File: src/rtl/syndcnt_pkg.sv
// Shared types and limits for the syndcnt_n counter family.
package syndcnt_pkg;

    localparam int unsigned MAX_W = 32;

    typedef enum logic [1:0] {
        MODE_FREE    = 2'd0,
        MODE_MOD     = 2'd1,
        MODE_ONESHOT = 2'd2,
        MODE_RSVD    = 2'd3
    } cnt_mode_t;

endpackage

File: src/rtl/syndcnt_next.sv
// Combinational next-state logic for syndcnt_n: clear/load/count priority,
// terminal detection and one-shot completion.
module syndcnt_next
    import syndcnt_pkg::*;
#(
    parameter int unsigned W = 8
) (
    input  logic [W-1:0] q,
    input  logic [W-1:0] d,
    input  logic [W-1:0] term,
    input  logic         up,
    input  cnt_mode_t    mode,
    input  logic         done,
    input  logic         ci,
    input  logic         ld,
    input  logic         cll,
    output logic [W-1:0] q_nxt_c,
    output logic         done_nxt_c,
    output logic         at_end_c
);

    logic [W-1:0] q_step;

    // Terminal value: fixed rails in free-run, TERM in modulo/one-shot.
    always_comb begin
        at_end_c = 1'b0;
        if (mode == MODE_MOD || mode == MODE_ONESHOT) begin
            at_end_c = (q == term);
        end else if (up) begin
            at_end_c = (q == {W{1'b1}});
        end else begin
            at_end_c = (q == {W{1'b0}});
        end
    end

    always_comb begin
        q_step     = up ? (q + W'(1)) : (q - W'(1));
        q_nxt_c    = q;
        done_nxt_c = done & (mode == MODE_ONESHOT);

        if (!cll) begin
            q_nxt_c    = '0;
            done_nxt_c = 1'b0;
        end else if (ld) begin
            q_nxt_c    = d;
            done_nxt_c = 1'b0;
        end else if (ci) begin
            unique case (mode)
                MODE_MOD: begin
                    q_nxt_c = at_end_c ? d : q_step;
                end
                MODE_ONESHOT: begin
                    // Completed one-shot holds its value until cleared or reloaded.
                    if (!done) begin
                        if (at_end_c) begin
                            done_nxt_c = 1'b1;
                        end else begin
                            q_nxt_c = q_step;
                        end
                    end
                end
                default: begin
                    q_nxt_c = q_step;
                end
            endcase
        end
    end

endmodule

File: src/rtl/syndcnt_n.sv
// Parametrised cascadable up/down counter with load, modulo and one-shot modes.
module syndcnt_n
    import syndcnt_pkg::*;
#(
    parameter int unsigned   W         = 8,
    parameter logic [W-1:0]  RESET_VAL = '0
) (
    input  logic         CLK,
    input  logic         RESL,
    input  logic         CLL,
    input  logic         LD,
    input  logic [W-1:0] D,
    input  logic         CI,
    input  logic         UP,
    input  logic [1:0]   MODE,
    input  logic [W-1:0] TERM,
    output logic [W-1:0] Q,
    output logic [W-1:0] QB,
    output logic         CO,
    output logic         DONE
);

    if (W < 2 || W > MAX_W) begin : g_w_range
        $error("syndcnt_n: W must be within 2..32");
    end

    cnt_mode_t    mode_e;
    logic [W-1:0] q_r;
    logic [W-1:0] q_nxt_c;
    logic         done_r;
    logic         done_nxt_c;
    logic         at_end_c;

    assign mode_e = cnt_mode_t'(MODE);

    syndcnt_next #(.W(W)) u_next (
        .q          (q_r),
        .d          (D),
        .term       (TERM),
        .up         (UP),
        .mode       (mode_e),
        .done       (done_r),
        .ci         (CI),
        .ld         (LD),
        .cll        (CLL),
        .q_nxt_c    (q_nxt_c),
        .done_nxt_c (done_nxt_c),
        .at_end_c   (at_end_c)
    );

    always_ff @(posedge CLK or negedge RESL) begin
        if (!RESL) begin
            q_r    <= RESET_VAL;
            done_r <= 1'b0;
        end else begin
            q_r    <= q_nxt_c;
            done_r <= done_nxt_c;
        end
    end

    // Carry-out stays combinational so chained stages ripple within one cycle.
    assign CO   = CI & at_end_c & ~((mode_e == MODE_ONESHOT) & done_r);
    assign Q    = q_r;
    assign QB   = ~q_r;
    assign DONE = done_r;

endmodule

File: config.mk
export PLATFORM = sky130hd
export DESIGN_NAME = syndcnt_n
export DESIGN_NICKNAME = d
export VERILOG_FILES = /design/src/rtl/syndcnt_pkg.sv /design/src/rtl/syndcnt_next.sv /design/src/rtl/syndcnt_n.sv
export SDC_FILE = /design/constraint.sdc
export NUM_CORES = 1
export LEC_CHECK = 0
export BUFFER_PORTS_ARGS = -buffer_cell sky130_fd_sc_hd__buf_2
export CORE_ASPECT_RATIO = 1.25
export CORE_UTILIZATION = 45
export DETAILED_ROUTE_END_ITERATION = 8
export PLACE_DENSITY_LB_ADDON = 0.3
export SKIP_CTS_REPAIR_TIMING = 1
export SLEW_MARGIN = 20
export SYNTH_ARGS = -nofsm -noshare
export SYNTH_HDL_FRONTEND = slang
export SYNTH_HIERARCHICAL = 1
export SYNTH_SLANG_ARGS = --single-unit
File: constraint.sdc
create_clock -name CLK -period 5.6 [get_ports CLK]
set_input_delay 0.56 -clock CLK [delete_from_list [all_inputs] [get_ports CLK]]
set_output_delay 0.56 -clock CLK [all_outputs]
set_load 0.02 [all_outputs]
Yosys cells after proc, flatten, opt, wreduce, memory -nomap -nowiden
Cells that the tools add are included.
Widths: inputs -> output; s select.
{"block": "totals", "register_bits": 9, "latch_bits": 0, "ram_bits": 0, "mem_bits_ro": 0, "inputBits": 24, "word_cells": 35, "n_memories": 0}
{"block": "op_classes", "add_sub_neg": 2, "mul": 0, "div_mod_pow": 0, "n_lt_le_gt_ge": 0, "eq_ne": 7, "n_shift": 0, "muxes": 16, "bitwise_logic": 5, "n_reduce_logical": 3}
{"op": "$mux 8", "count": 7}
{"op": "$pmux 8 s2", "count": 1}
{"op": "$add 8x1->8 const B", "count": 1}
{"op": "$eq 8x8->1", "count": 1}
{"op": "$eq 8x8->1 const B", "count": 1}
{"op": "$logic_not 8->1", "count": 1}
{"op": "$mux 1", "count": 8}
{"op": "$ne 4x4->1 const B", "count": 2}
{"op": "$not 8->8", "count": 1}
{"op": "$sub 8x1->8 const B", "count": 1}
{"op": "$and 1x1->1", "count": 3}
{"op": "$ne 3x2->1 const B", "count": 1}
{"op": "$reduce_and 3->1", "count": 1}
{"op": "$eq 2x1->1 const B", "count": 1}
{"op": "$eq 2x2->1 const B", "count": 1}
{"op": "$logic_or 1x1->1", "count": 1}
{"op": "$not 1->1", "count": 1}

Logic depth before layout (Yosys ltp)
{"block": "depth", "ltp_word": 9, "depth_mapped": 10}

By module
The synthesis kept the hierarchy.
{"mod": "syndcnt_next", "instances": 1, "cells_each": 152, "area_each_um2": 1107.3}
{"mod": "syndcnt_n", "instances": 1, "cells_each": 20, "area_each_um2": 269.0}

Worst setup path after synthesis
Ideal clock, no wire load.
{"block": "synth_path", "path_type": "in2out", "startpoint": "in MODE[0]", "endpoint": "out CO", "t_arrival_ps": 2418, "t_required_ps": 5040, "slack_ps": 2622, "path_stages": 8, "n_path_buf": 2, "cell_sequence": "inv_1 ha_1 clkbuf_1 or4_4 or3b_4 buf_12 nand2_1 a31oi_1"}
{"block": "synth_via", "elab_chain_cells": 5, "elab_cells_between_ends": 8, "cone_classes": "2 x eq/ne; 1 x mux; 4 x bitwise; 1 x reduce/logical"}
{"element": "start, declared", "line_no": "syndcnt_n.sv:15", "source": "input logic [1:0] MODE,"}
{"element": "$eq 2x1->1 or $eq 2x2->1 (tied branches)", "line_no": "syndcnt_next.sv:27", "source": "if (mode == MODE_MOD || mode == MODE_ONESHOT) begin"}
{"element": "$logic_or 1x1->1 (*)", "line_no": "syndcnt_next.sv:27"}
{"element": "$mux 1 (*)", "line_no": "syndcnt_next.sv:27"}
{"element": "via at_end_c", "line_no": "syndcnt_n.sv:32", "source": "logic at_end_c;"}
{"element": "$and 1x1->1 (*) (2 in a row)", "line_no": "syndcnt_n.sv:62", "source": "assign CO = CI & at_end_c & ~((mode_e == MODE_ONESHOT) & done_r);"}
{"element": "end, declared", "line_no": "syndcnt_n.sv:19", "source": "output logic CO,"}
The timed path passes the listed nets; every way through them passes the cells marked *.

Worst setup path in the final report
Ends and elaborated chain as after synthesis.

==> run metrics <==
final setup violating endpoints=0; CTS clk-pin slew, worst paths=0.07 ns; commonest non-fill, non-tap cell in the layout=buf_2; number of failing hold endpoints at the final stage=0; Seq/Total Area, Yosys=16.36%; largest family of logic cells by synthesized area=compound AO/OA/AOI/OAI gates; die area=0.003285 mm²; VDD IR-drop max=122.7 µV; met1 Use GR=33.67%; largest net degree at the start of global routing=21; Antenna diodes=0; Synth Area in Simple Gates=16.00%; DR vias=1,433; XOR/XNOR Fraction of Synth Area=8.909%; CTS sink count=9; first-pass GRT wire length=6306 µm; chip height=63.83 µm; drt pass-1 iters=6; Hold Crit Class=in2async; share of synthesized flip-flops with an asynchronous set or reset=100.0%; Syn Nets=205; Main synth FF type=dfrtp_1; Final Max Tran Viols=0; Layout Nets=242; skew final=0.002318 ns; Multi-input gate area=0.001011 mm²; fraction of layout cells with a size suffix above 1=28.85%; grt total ovfl=0; CP endpoint kind=output pin; number of max-cap violations=0; DIE WIDTH=51.47 µm; Leak=0.6895 nW; DP HPWL=2748 µm; placed cell count=240; PD cells=196.5 mW/mm²; H-tree depth=1; FILL cells=324; Post-synth EDFFs=0; critical path peak fanout=12; drt total wl=3731 µm; post-route ant nets=0; Synth Area in Compound Gates=30.18%; met3 usage=3.333%; post-DR wirelength/cell=15.29 µm; # IOs=42; Tot GR Track Use=25.26%; Slew HR=67.98%; final std cells w/o fill=244; vias in the first global route=1,324; DR vias/cell=5.873; PortBufs=41; core area=0.002918 mm²; GR peak layer=met2; Max Freq=329.5 MHz; WP data required=5.04 ns; Yosys top cell by area=dfrtp_1; CP Data Arrival Time=2.48 ns; CTS root buf=clkbuf_4; mux share of post-synthesis cell area=9.636%; startpoint types=input pin; commonest cells after routing, fill and taps aside=buf_2 (41), inv_1 (21), o21ai_0 (19); Tmin final=3.035 ns; cells after synthesis=172; synth unique cells=48; RSZ-0062 raised after global routing=no; status=complete, no violations; DR iter-0 viols=59; Final period util=54.20%; Syn-to-layout area delta=15.64%; Residual DRC=0; Worst-Skew Late Latency=0.26 ns; worst setup path category=in2out; Synth Area in Adders=8.727%; Synth Register Bits=9; largest cells by area after synthesis=dfrtp_1 (16%), xnor2_1 (8.3%), ha_1 (7.3%); met2 usage=39.29%; final setup TNS=0 ns; RD Place Congestion=0.8863; Mean Syn Cell Area=8.002 µm²; row cnt=22; CTS Buffer Depth=2; R2R setup slack=2.94 ns; Worst-Margin Slew=0.4803 ns; initial antenna violation count=0; Initial Utilization=47.17%; final design utilization=54.55%; Reg area=225.2 µm²; yosys warns=6; TritonCTS clock tree=yes; CTS buffer count=3; Synth top area share=16.36%; cell area after synthesis=0.001376 mm²
[kinds of logic (layout without fill, tap and decap cells)]
logic type      after synthesis  after routing
flops                         9              9
fa+ha+maj                     9              9
buf+inv                      30             66
simple gates                 39             39
compound gates               60             60
xor+xnor                     14             14
mux                          11             11
[power by group]
part / internal, mW / switching, mW / total, mW
clock network: 0.0275 / 0.0249 / 0.0524
logic: 0.0807 / 0.0930 / 0.174
registers: 0.0706 / 0.0161 / 0.0867
total: 0.179 / 0.134 / 0.313
[final cells by class]
cell class / instances / area share (%)
clock buffers: 4 / 1.651
repair buffers: 41 / 12.89
inverters: 21 / 4.953
flip-flops and latches: 9 / 14.15
well taps: 36 / 2.830
multi-input cells: 133 / 63.52
[per-stage QoR]
stage / setup WS [ns] / hold slack, ns / cell area (µm²) / power, mW
after detailed placement: 2.549 / 0.4345 / 1565 / 0.2606
after global placement: 2.575 / 0.4349 / 1565 / 0.2591
after floorplan: 2.622 / 0.2644 / 1376 / 0.2172
final: 2.565 / 0.1509 / 1592 / 0.3128
after global routing: 2.401 / 0.1419 / 1592 / 0.3416
after CTS: 2.561 / 0.1487 / 1592 / 0.3142
[cells in the mapped netlist, types with 3 or more instances]
library cell  instances
inv_1                21
o21ai_0              19
xnor2_1              13
nand2_1              10
dfrtp_1               9
ha_1                  8
a211oi_1              6
a21oi_1               6
clkbuf_1              6
mux2_2                6
nand3_1               5
nor2_1                5
a221oi_1              4
nand4_1               4
o22ai_1               4
a31oi_1               3
mux2_4                3
nor2b_1               3
[metal layers]
| layer | vias up | routed length, µm | share of wire [%] |
|---|---|---|---|
| met3 | 6 | 187 | 5.0 |
| met1 | 669 | 1714 | 46 |
| met2 | 45 | 1723 | 46 |
| met4 | 0 | 106 | 2.8 |
| li1 | 713 | - | - |
| met5 | - | 0 | 0 |
[flip-flops by register name (all words and copies together) (netlist names)]
signal  flops
Q           8
DONE        1
[critical path: stages]
cell,delay (ns)
buf_2,0.10
inv_1,0.04
ha_1,0.42
or4_4,0.60
or3b_4,0.37
nand2_1,0.07
a31oi_1,0.13
buf_2,0.18
[path summary, 6_finish.rpt]
path,from,to,depth (start not counted)
max in group asynchronous,RESL,Q[5],1
max reg2reg,Q[0],Q[7],7
max,MODE[0],CO,8
min reg2reg,DONE,DONE,2
min,RESL,Q[4],1
min in group CLK,CLL,DONE,3
Power figures use the tool's default switching activity.
